<file path="config.mk">
export PLATFORM = sky130hd
export DESIGN_NAME = iq_nco
export DESIGN_NICKNAME = d
export VERILOG_FILES = /design/src/rtl/iq_nco_pkg.sv /design/src/rtl/nco_qlut.sv /design/src/rtl/iq_nco.sv
export SDC_FILE = /design/constraint.sdc
export NUM_CORES = 1
export LEC_CHECK = 0
export ABC_AREA = 1
export BUFFER_PORTS_ARGS = -buffer_cell sky130_fd_sc_hd__buf_4
export CAP_MARGIN = 0
export CORE_MARGIN = 3
export CORE_UTILIZATION = 65
export CTS_BUF_LIST = sky130_fd_sc_hd__clkbuf_4
export CTS_CLUSTER_DIAMETER = 30
export DETAILED_ROUTE_END_ITERATION = 8
export PLACE_DENSITY = 0.93
export SKIP_LAST_GASP = 1
export SYNTH_ARGS = -nofsm -noshare
export SYNTH_HDL_FRONTEND = slang
export SYNTH_SLANG_ARGS = --single-unit
</file>
<file path="constraint.sdc">
create_clock -name clk -period 5.05 [get_ports clk]
set_input_delay 0 -clock clk [delete_from_list [all_inputs] [get_ports clk]]
set_output_delay 0 -clock clk [all_outputs]
set_load 0.05 [all_outputs]
</file>
<file path="src/rtl/iq_nco_pkg.sv">
// Shared constants and elaboration-time helpers for the quadrature NCO.
package iq_nco_pkg;

  typedef enum logic [1:0] {
    QUAD_0 = 2'd0,
    QUAD_1 = 2'd1,
    QUAD_2 = 2'd2,
    QUAD_3 = 2'd3
  } quad_e;

  // Q30 fixed point keeps the table generator in pure integer arithmetic
  localparam longint ONE_Q = 64'sd1073741824;
  localparam longint PI_Q  = 64'sd3373259426;

  function automatic int unsigned amp(input int unsigned data_w);
    return (32'd1 << (data_w - 32'd1)) - 32'd1;
  endfunction

  function automatic int unsigned zero_code(input int unsigned data_w, input bit offset_bin);
    return offset_bin ? (32'd1 << (data_w - 32'd1)) : 32'd0;
  endfunction

  // round(a * sin(pi/2 * k/n)) via an odd Taylor series up to x^15
  function automatic int unsigned qtab_entry(input int unsigned k, input int unsigned n,
                                             input int unsigned a);
    longint kk, nn, aa, x, x2, term, s, r;
    kk   = longint'(k);
    nn   = longint'(n);
    aa   = longint'(a);
    x    = (PI_Q * kk) / (64'sd2 * nn);
    x2   = (x * x) / ONE_Q;
    term = x;
    s    = x;
    for (int j = 1; j < 8; j++) begin
      term = -((term * x2) / ONE_Q) / longint'((2 * j) * (2 * j + 1));
      s    = s + term;
    end
    r = (aa * s + ONE_Q / 64'sd2) / ONE_Q;
    return 32'(r);
  endfunction

endpackage

</file>
<file path="src/rtl/nco_qlut.sv">
// Quarter-wave sine ROM (N+1 entries) with two combinational read ports.
module nco_qlut
  import iq_nco_pkg::*;
#(
  parameter int unsigned LUT_AW = 8,
  parameter int unsigned DATA_W = 8
) (
  input  logic [LUT_AW-2:0] idx_a,
  input  logic [LUT_AW-2:0] idx_b,
  output logic [DATA_W-2:0] mag_a_c,
  output logic [DATA_W-2:0] mag_b_c
);

  localparam int unsigned N  = 32'd1 << (LUT_AW - 32'd2);
  localparam int unsigned QW = DATA_W - 32'd1;
  localparam int unsigned A  = amp(DATA_W);

  logic [QW-1:0] rom [N+1];

  for (genvar k = 0; k <= int'(N); k++) begin : g_rom
    assign rom[k] = QW'(qtab_entry(32'(k), N, A));
  end

  assign mag_a_c = rom[idx_a];
  assign mag_b_c = rom[idx_b];

endmodule

</file>
<file path="src/rtl/iq_nco.sv">
// Quadrature NCO: phase accumulator, folded quarter-wave lookup, 3-stage valid-tagged pipe.
module iq_nco
  import iq_nco_pkg::*;
#(
  parameter int unsigned PHASE_W    = 24,
  parameter int unsigned LUT_AW     = 8,
  parameter int unsigned DATA_W     = 8,
  parameter bit          OFFSET_BIN = 1'b1
) (
  input  logic               clk,
  input  logic               rst_n,
  input  logic               en,
  input  logic [PHASE_W-1:0] freq_word,
  input  logic               freq_load,
  input  logic [LUT_AW-1:0]  phase_off,
  input  logic               sync_clr,
  output logic [DATA_W-1:0]  sin_out,
  output logic [DATA_W-1:0]  cos_out,
  output logic               out_valid
);

  localparam int unsigned N  = 32'd1 << (LUT_AW - 32'd2);
  localparam int unsigned IW = LUT_AW - 32'd1;
  localparam logic [DATA_W-1:0] ZERO = DATA_W'(zero_code(DATA_W, OFFSET_BIN));
  localparam logic [DATA_W-1:0] MSB  = {1'b1, {(DATA_W - 1){1'b0}}};

  logic [PHASE_W-1:0] acc, freq_act;
  logic [LUT_AW-1:0]  addr_s, addr_c, addr_nxt_c;
  logic [IW-1:0]      idx_s_c, idx_c_c;
  logic [DATA_W-2:0]  mag_s_c, mag_c_c;
  logic [DATA_W-1:0]  val_s, val_c;
  logic               v1, v2;

  // Mirror index for the odd quadrants so Q[N-i] covers the descending half
  function automatic logic [IW-1:0] fold_idx(input logic [LUT_AW-1:0] a);
    quad_e         q;
    logic [IW-1:0] i;
    q = quad_e'(a[LUT_AW-1 -: 2]);
    i = IW'(a[LUT_AW-3:0]);
    return (q == QUAD_1 || q == QUAD_3) ? (IW'(N) - i) : i;
  endfunction

  function automatic logic [DATA_W-1:0] sign_mag(input logic [LUT_AW-1:0] a,
                                                 input logic [DATA_W-2:0] m);
    logic [DATA_W-1:0] e;
    quad_e             q;
    e = {1'b0, m};
    q = quad_e'(a[LUT_AW-1 -: 2]);
    return (q == QUAD_2 || q == QUAD_3) ? (~e + DATA_W'(1)) : e;
  endfunction

  function automatic logic [DATA_W-1:0] fmt(input logic [DATA_W-1:0] v);
    return OFFSET_BIN ? (v ^ MSB) : v;
  endfunction

  assign addr_nxt_c = acc[PHASE_W-1 -: LUT_AW] + phase_off;
  assign idx_s_c    = fold_idx(addr_s);
  assign idx_c_c    = fold_idx(addr_c);

  nco_qlut #(
    .LUT_AW (LUT_AW),
    .DATA_W (DATA_W)
  ) u_qlut (
    .idx_a   (idx_s_c),
    .idx_b   (idx_c_c),
    .mag_a_c (mag_s_c),
    .mag_b_c (mag_c_c)
  );

  // Phase accumulator and active tuning word
  always_ff @(posedge clk or negedge rst_n) begin
    if (!rst_n) begin
      acc      <= '0;
      freq_act <= '0;
    end else begin
      if (sync_clr)  acc <= '0;
      else if (en)   acc <= acc + freq_act;
      if (freq_load) freq_act <= freq_word;
    end
  end

  // Stage 1: lookup addresses from the pre-increment phase
  always_ff @(posedge clk or negedge rst_n) begin
    if (!rst_n) begin
      addr_s <= '0;
      addr_c <= '0;
      v1     <= 1'b0;
    end else begin
      v1 <= en;
      if (en) begin
        addr_s <= addr_nxt_c;
        addr_c <= addr_nxt_c + LUT_AW'(N);
      end
    end
  end

  // Stage 2: folded table read with quadrant sign
  always_ff @(posedge clk or negedge rst_n) begin
    if (!rst_n) begin
      val_s <= '0;
      val_c <= '0;
      v2    <= 1'b0;
    end else begin
      v2 <= v1;
      if (v1) begin
        val_s <= sign_mag(addr_s, mag_s_c);
        val_c <= sign_mag(addr_c, mag_c_c);
      end
    end
  end

  // Stage 3: output format; samples hold between valid pulses
  always_ff @(posedge clk or negedge rst_n) begin
    if (!rst_n) begin
      sin_out   <= ZERO;
      cos_out   <= ZERO;
      out_valid <= 1'b0;
    end else begin
      out_valid <= v2;
      if (v2) begin
        sin_out <= fmt(val_s);
        cos_out <= fmt(val_c);
      end
    end
  end

endmodule

</file>
==> run metrics, run 1 <==
Avg WL per Cell=15.2 um; R2R setup slack=around 1.5 ns; dpl cells=1103; post-detailed-route count of antenna-violating nets=0; # DRC=0; Top Ports=54; clk_skew=about 0.023 ns; GRT Residual Overflow=0; P_leak=roughly 4 nW; share of cells above drive strength 1=between 10% and 20%; Synth area leader=dfrtp_1; combinational share of power=62.0%; met2 WL=roughly 8900 um; H-tree depth=3; vias in the first global route=6399; largest net degree at the start of global routing=58; Ys Warns=0; PD cells=530 mW/mm2; initial antenna violation count=0; Die W=between 100 and 150 um; Final TNS setup=0 ns; met3 wire length=just under 1000 um; Yosys top cell area share=between 30 and 40%; Setup Crit Path Kind=register to register; clock root cell=clkbuf_4; worst vdd ir=0.000357 V; Mapped Cells=roughly 940; actual slew at the worst max-slew pin=roughly 0.76 ns; Sequential Power Share=between 20% and 30%; final wirelength=~17000 um; most common cell after layout, fill and taps aside=nand2_1; Ant. Diodes=0; arrival time worst endpoint=3.92 ns; DR vias/cell=between 5 and 6; maxcap violations=0; Hold Violations, Final=0; outcome=finished, final reports clean; fin cells=around 1100; Layout Area Growth over Synthesis=12.7%; Mapped Nets=just over 1000; initial cell density of the core=about two thirds; R2R depth=17; Setup violations, final=0; Yosys cell types=43; Final period util=just over 70%; sw frac=between 50% and 60%; DPL Wire Length=12200 um; critical path endpoint category=register; CTS Buffer Depth=2; total CTS buffers=9; overall routing resource usage=between 30% and 40%; PostCTS Resize Cnt=0; RSZ-0062 raised after global routing=false; Psw=0.00214 W; synthesized area=around 0.0068 mm2; Area contributors post-synth=dfrtp_1, nand2_1, ha_1; internal power=between 0.0015 and 0.002 W; CTS tree=done; clk sinks=between 90 and 100; Final Critical Period=3.56 ns; startpoint types=register; First-pass DRT Iterations=5; synthesized area per cell=around 7.2 um2; Max Freq=roughly 0.28 GHz; Final Slew Violations=0; worst-case headroom to the max-slew limit=around half; met1 wire length=6870 um; DRT iter0 DRCs=457; # rows=36; most frequent cells in the layout=nand2_1, nand3_1, dfrtp_1; Skew-Pair Late Insertion Delay=0.45 ns; sequential share of the synthesized area=between 30% and 40%; CP Max Fanout=17; placed cell areas=0.00719 mm2; worst hold path class=input port to async pin; Highest Signal Layer=met4; first-pass GRT wire length=28700 um; die area=0.0117 mm2; Clk pwr share=approximately a tenth; R2R Path End=val_s[6]; post-route cell area=0.00763 mm2; Worst EP required=between 5 and 6 ns; core area=0.00995 mm2; Placer Congestion=0.965; synthesized flop and latch total=93; nets=1094; reg2reg start=addr_s[0]; I/O Buffers=53; die extent in y=around 110 um; CTS clk-pin slew, worst paths=about 0.18 ns; DR vias=approximately 6700
## how the worst max path moves through the flow
stage / startpoint / end / slack (ns) / cells after the start
finish: addr_s[0] / val_s[6] / 1.49 / 17
global route: addr_s[0] / val_s[6] / 1.17 / 18
floorplan: addr_s[0] / val_c[2] / 2.14 / 20
global placement: addr_s[0] / val_s[6] / 1.69 / 17
CTS: addr_s[0] / val_s[6] / 1.54 / 17
detailed placement: addr_s[0] / val_s[6] / 1.57 / 17
## final cells by class
type / instances / area (um2)
multi-input cells: 734 / 3950
inverters: 88 / 330
clock buffers: 9 / 67.6
flip-flops and latches: 93 / 2330
repair buffers: 85 / 713
well taps: 133 / 166
clock inverters: 7 / 75.1
fillers: 707 / 2320
## worst max-delay path, cell delays in order (launching register included)
cell      delay (ns)
dfrtp_1         0.75
inv_2           0.23
ha_1            0.31
nand3_1         0.16
nand3_1         0.12
nand2_1         0.35
clkinv_1        0.36
nand3_1         0.18
nand2_1         0.06
nand2_1         0.05
nand3_1         0.10
inv_1           0.10
ha_1            0.17
nand3_1         0.12
o21ai_2         0.18
nand3_1         0.09
nand3_1         0.09
nand2_1         0.06
## timing repair
| item | CTS | global route |
|---|---|---|
| hold buffers | 30 | 0 |
| hold endpoints to repair | 79 | 0 |
| setup buffers | 0 | 0 |
## Yosys cell counts, drive strengths merged
cell and number:
clkinv 3, a31o 1, buf 13, a21o 3, nor3 3, nand2 352, a31oi 4, inv 85
o311ai 2, fa 2, o211ai 4, dfstp 2, dfrtp 91, a21oi 34, o21bai 3, xnor2 11
a21boi 2, nor4 1, o21a 1, ha 44, nor2 48, o21ai 60, or2 4, nand3 113
nand4 5, o31ai 2, xor2 10, o22ai 1, clkbuf 13, mux2 23, a22o 1
## cell families (layout without fill, tap and decap cells)
kind of cell	Yosys count	count (layout)	synth area share, %
adder cells (fa/ha/maj)	46	46	8.72
AND/OR/NAND/NOR	526	526	33.4
XOR/XNOR	21	21	2.72
flip-flops	93	93	34.4
multiplexers	23	23	3.82
buffers and inverters	114	189	7.28
AO/OA/AOI/OAI	118	118	9.70
## registers in the layout (all words and copies together), names as in the netlist
| signal | cells |
|---|---|
| freq_act | 24 |
| addr_s | 8 |
| val_s | 8 |
| val_c | 8 |
| v1 | 1 |
| addr_c | 2 |
| acc | 24 |
| cos_out | 8 |
| v2 | 1 |
| sin_out | 8 |
| out_valid | 1 |
## power groups by stage
stage / sequential (W) / clock [W] / combinational [W]
after CTS: 0.00111 / 0.000419 / 0.00246
after global routing: 0.00114 / 0.000455 / 0.00281
after floorplan: 0.00122 / 0 / 0.00184
after global placement: 0.00112 / 0 / 0.00238
after detailed placement: 0.00113 / 0 / 0.00242
final: 0.00112 / 0.000419 / 0.00251
## layer usage
metal / up-vias / GRT usage (%)
li1: 3211 / -
met1: 3094 / 35.3
met4: 0 / 13.7
met5: - / 0
met2: 294 / 55.4
met3: 76 / 4.96
## per-stage QoR
step	power, W	hold slack (ns)	setup slack (ns)	utilization, %
6_report	0.00404	0.0184	1.49	76.7
5_1_grt	0.00441	0.00480	1.17	76.7
4_1_cts	0.00399	0.00461	1.54	76.7
3_5_place_dp	0.00355	-0.0162	1.57	72.2
3_3_place_gp	0.00350	-0.0207	1.69	72.2
2_1_floorplan	0.00306	-0.296	2.14	-
No activity file was read; power rests on OpenSTA's default activity.
==> run 2, diff against run 1 <==
Settings changed: ABC_AREA 1 to 0, CORE_UTILIZATION 65 to 57, PLACE_DENSITY 0.93 to 0.87.
Clock period 5.05 ns to 3 ns, I/O delays scaled along.
==> run 2 against run 1 <==
Compared with the run above:
- synthesized area increased by 1.5%
- critical path depth fell by 5
- critical endpoint is now val_c[4]
- the flow now finishes with violations (negative setup slack)
- synthesized cell count shrank 21%
- utilization shrank 0.50 points
- final area up 16%
- die area grew 15%
- sequential power grew 75%
- clock skew is 0.0036 ns lower
- clock-buffer cell count up 1
- wire length up 16%
- total power grew to 2.7 times the previous value
==> run metrics, run 2 <==
outcome=finished with violations; failing checks=negative setup slack; Mapped Nets=around 830; overall routing resource usage=just over 30%; share of async-settable or async-resettable flops after synthesis=between 90% and 100%; most frequent cells in the layout=buf_4, dfrtp_1, nand2_1; Yosys top cell area share=33.1%; Skew-Pair Late Insertion Delay=between 0.4 and 0.5 ns; worst hold path class=input port to register; # rows=39; DR vias=around 6600; worst-case headroom to the max-slew limit=about a third; synthesized area=approximately 0.0069 mm2; P_leak=3.99 nW; top flop regs=acc: 24 flops, freq_act: 24 flops; arrival time worst endpoint=approximately 3.5 ns; Avg WL per Cell=19.4 um; Ant. Diodes=0; combinational share of power=roughly three quarters; PD cells=~1200 mW/mm2; maxcap violations=0; Setup violations, final=9; Crit path max-delay family=compound AO/OA/AOI/OAI gates; Final TNS setup=-0.460 ns; DR vias/cell=roughly 6.4; First-pass DRT Iterations=5; Fillers=789; # DRC=0; Die W=~120 um; vias in the first global route=6594; I/O Buffers=53; initial cell density of the core=roughly three fifths; final wirelength=approximately 20000 um; top post-synthesis cells by count=dfrtp_1, nand2_1, nor2_1, mux2_2, ha_1; actual slew at the worst max-slew pin=about 0.98 ns; die extent in y=roughly 120 um; final worst slack=-0.0816 ns; post-detailed-route count of antenna-violating nets=0; Worst path slowest cell=or4_4; CTS clk-pin slew, worst paths=~0.14 ns; Mapped Cells=around 740; H-tree depth=3; clk sinks=93; worst vdd ir=approximately 0.00056 V; Yosys cell types=80; RSZ-0062 raised after global routing=true; Sequential Power Share=18.0%; share of cells above drive strength 1=30.9%; initial antenna violation count=0; Max Freq=between 0.3 and 0.4 GHz; clock root cell=clkbuf_4; clk_skew=slightly below 0.02 ns; Psw=between 0.005 and 0.006 W; sequential share of the synthesized area=33.9%; Synth area leader=dfrtp_1; crit-path cells=buf_12 > or4_4 > o21ai_4 > xor2_4 > buf_4 > mux2i_1 > a32oi_1 > a21oi_2 > ha_4 > a31oi_1 > xor2_1 > mux2_4; DPL Wire Length=between 10000 and 15000 um; CTS Buffer Depth=2; Placer Congestion=between 0.9 and 1; Hold Violations, Final=0; Top Ports=54; number of flops mapped to enable cells by yosys=0; Final Critical Period=~3.1 ns; die area=0.0134 mm2; Setup Crit Path Kind=register to register; Worst EP required=3.38 ns; internal power=roughly 0.0058 W; GRT Residual Overflow=0; top_reg_cell synth=dfrtp_1; PnR Total Power=0.0109 W; first-pass GRT wire length=~32000 um; Ys Warns=0; Final period util=103%; sw frac=between 40% and 50%; critical path endpoint category=register; synthesized flop and latch total=93; nets=between 900 and 1000; total CTS buffers=9; largest net degree at the start of global routing=74; CP Max Fanout=5; CP peak stage delay=0.52 ns; startpoint types=register; WP buf/inv=2; CTS tree=done; DRT iter0 DRCs=about 570; Area contributors post-synth=dfrtp_1, ha_1, mux2_2; core area=between 0.01 and 0.015 mm2; most frequent cell after synthesis=dfrtp_1; synthesized area per cell=approximately 9 um2; Layout Area Growth over Synthesis=28.7%; most common cell after layout, fill and taps aside=buf_4; Clk pwr share=around 7%; Final Slew Violations=0
[run 2: path summary, 6_finish.rpt]
check / startpoint / slack [ns] / cells past startpoint / endpoint
max: addr_s[0] / -0.08 / 12 / val_c[4]
min: freq_load / 0.03 / 2 / freq_act[6]
max reg2reg: addr_s[0] / -0.08 / 12 / val_c[4]
min reg2reg: val_c[2] / 0.51 / 2 / val_c[2]
max in group asynchronous: rst_n / 1.99 / 3 / cos_out[7]
min in group asynchronous: rst_n / 0.19 / 2 / addr_s[5]
[run 2: cell type report]
type | instances | area (um2) | share of cell area, %
multi-input combinational | 579 | 4610 | 52.2
sequential | 93 | 2330 | 26.4
timing repair buffer | 175 | 1450 | 16.4
tap | 143 | 179 | 2.02
inverter | 30 | 118 | 1.33
clock inverter | 6 | 77.6 | 0.877
clock buffer | 10 | 75.1 | 0.849
[run 2: cells by family (layout without fill, tap and decap cells)]
family          Yosys count  after routing  share of synthesized area (%)
simple gates            215            215                           15.1
compound gates          203            203                           20.5
flops                    93             93                           33.9
mux                      72             72                           11.6
buf+inv                  70            221                           4.37
fa+ha+maj                46             46                           8.59
xor+xnor                 43             43                           5.97
[run 2: metrics by stage]
stage / hold slack [ns] / utilization (%) / setup WS [ns] / cell area, um2 / instances
2_1_floorplan: -0.296 / - / 0.00835 / 7010 / 742
3_3_place_gp: 0.176 / 67.8 / -0.0322 / 7880 / 962
3_5_place_dp: 0.202 / 67.8 / -0.122 / 7880 / 962
4_1_cts: 0.00233 / 73.7 / 0.00185 / 8560 / 1023
5_1_grt: 0.00851 / 76.2 / -0.193 / 8850 / 1036
6_report: 0.0326 / 76.2 / -0.0816 / 8850 / 1036
[run 2: power groups by stage]
| stage | combinational [W] | sequential [W] | clock (W) |
|---|---|---|---|
| after floorplan | 0.00455 | 0.00222 | 0 |
| after global placement | 0.00669 | 0.00194 | 0 |
| after detailed placement | 0.00684 | 0.00197 | 0 |
| after CTS | 0.00726 | 0.00195 | 0.000770 |
| after global routing | 0.00880 | 0.00201 | 0.000823 |
| final | 0.00819 | 0.00196 | 0.000762 |
[run 2: layer usage]
| metal | vias up | GRT usage (%) | wire length (um) |
|---|---|---|---|
| li1 | 3000 | - | - |
| met1 | 3191 | 36.9 | 7940 |
| met2 | 320 | 51.7 | 10200 |
| met3 | 74 | 5.69 | 1290 |
| met4 | 0 | 13.8 | 715 |
| met5 | - | 0 | 0 |
[run 2: repair_timing]
item | in CTS | in global routing
hold buffers | 37 | 0
buffers inserted | 8 | 13
pin swaps | 13 | 24
setup endpoints to repair | 8 | 18
gates resized for setup | 19 | 36
gates cloned | 0 | 0
endpoints found under the hold margin | 118 | 0
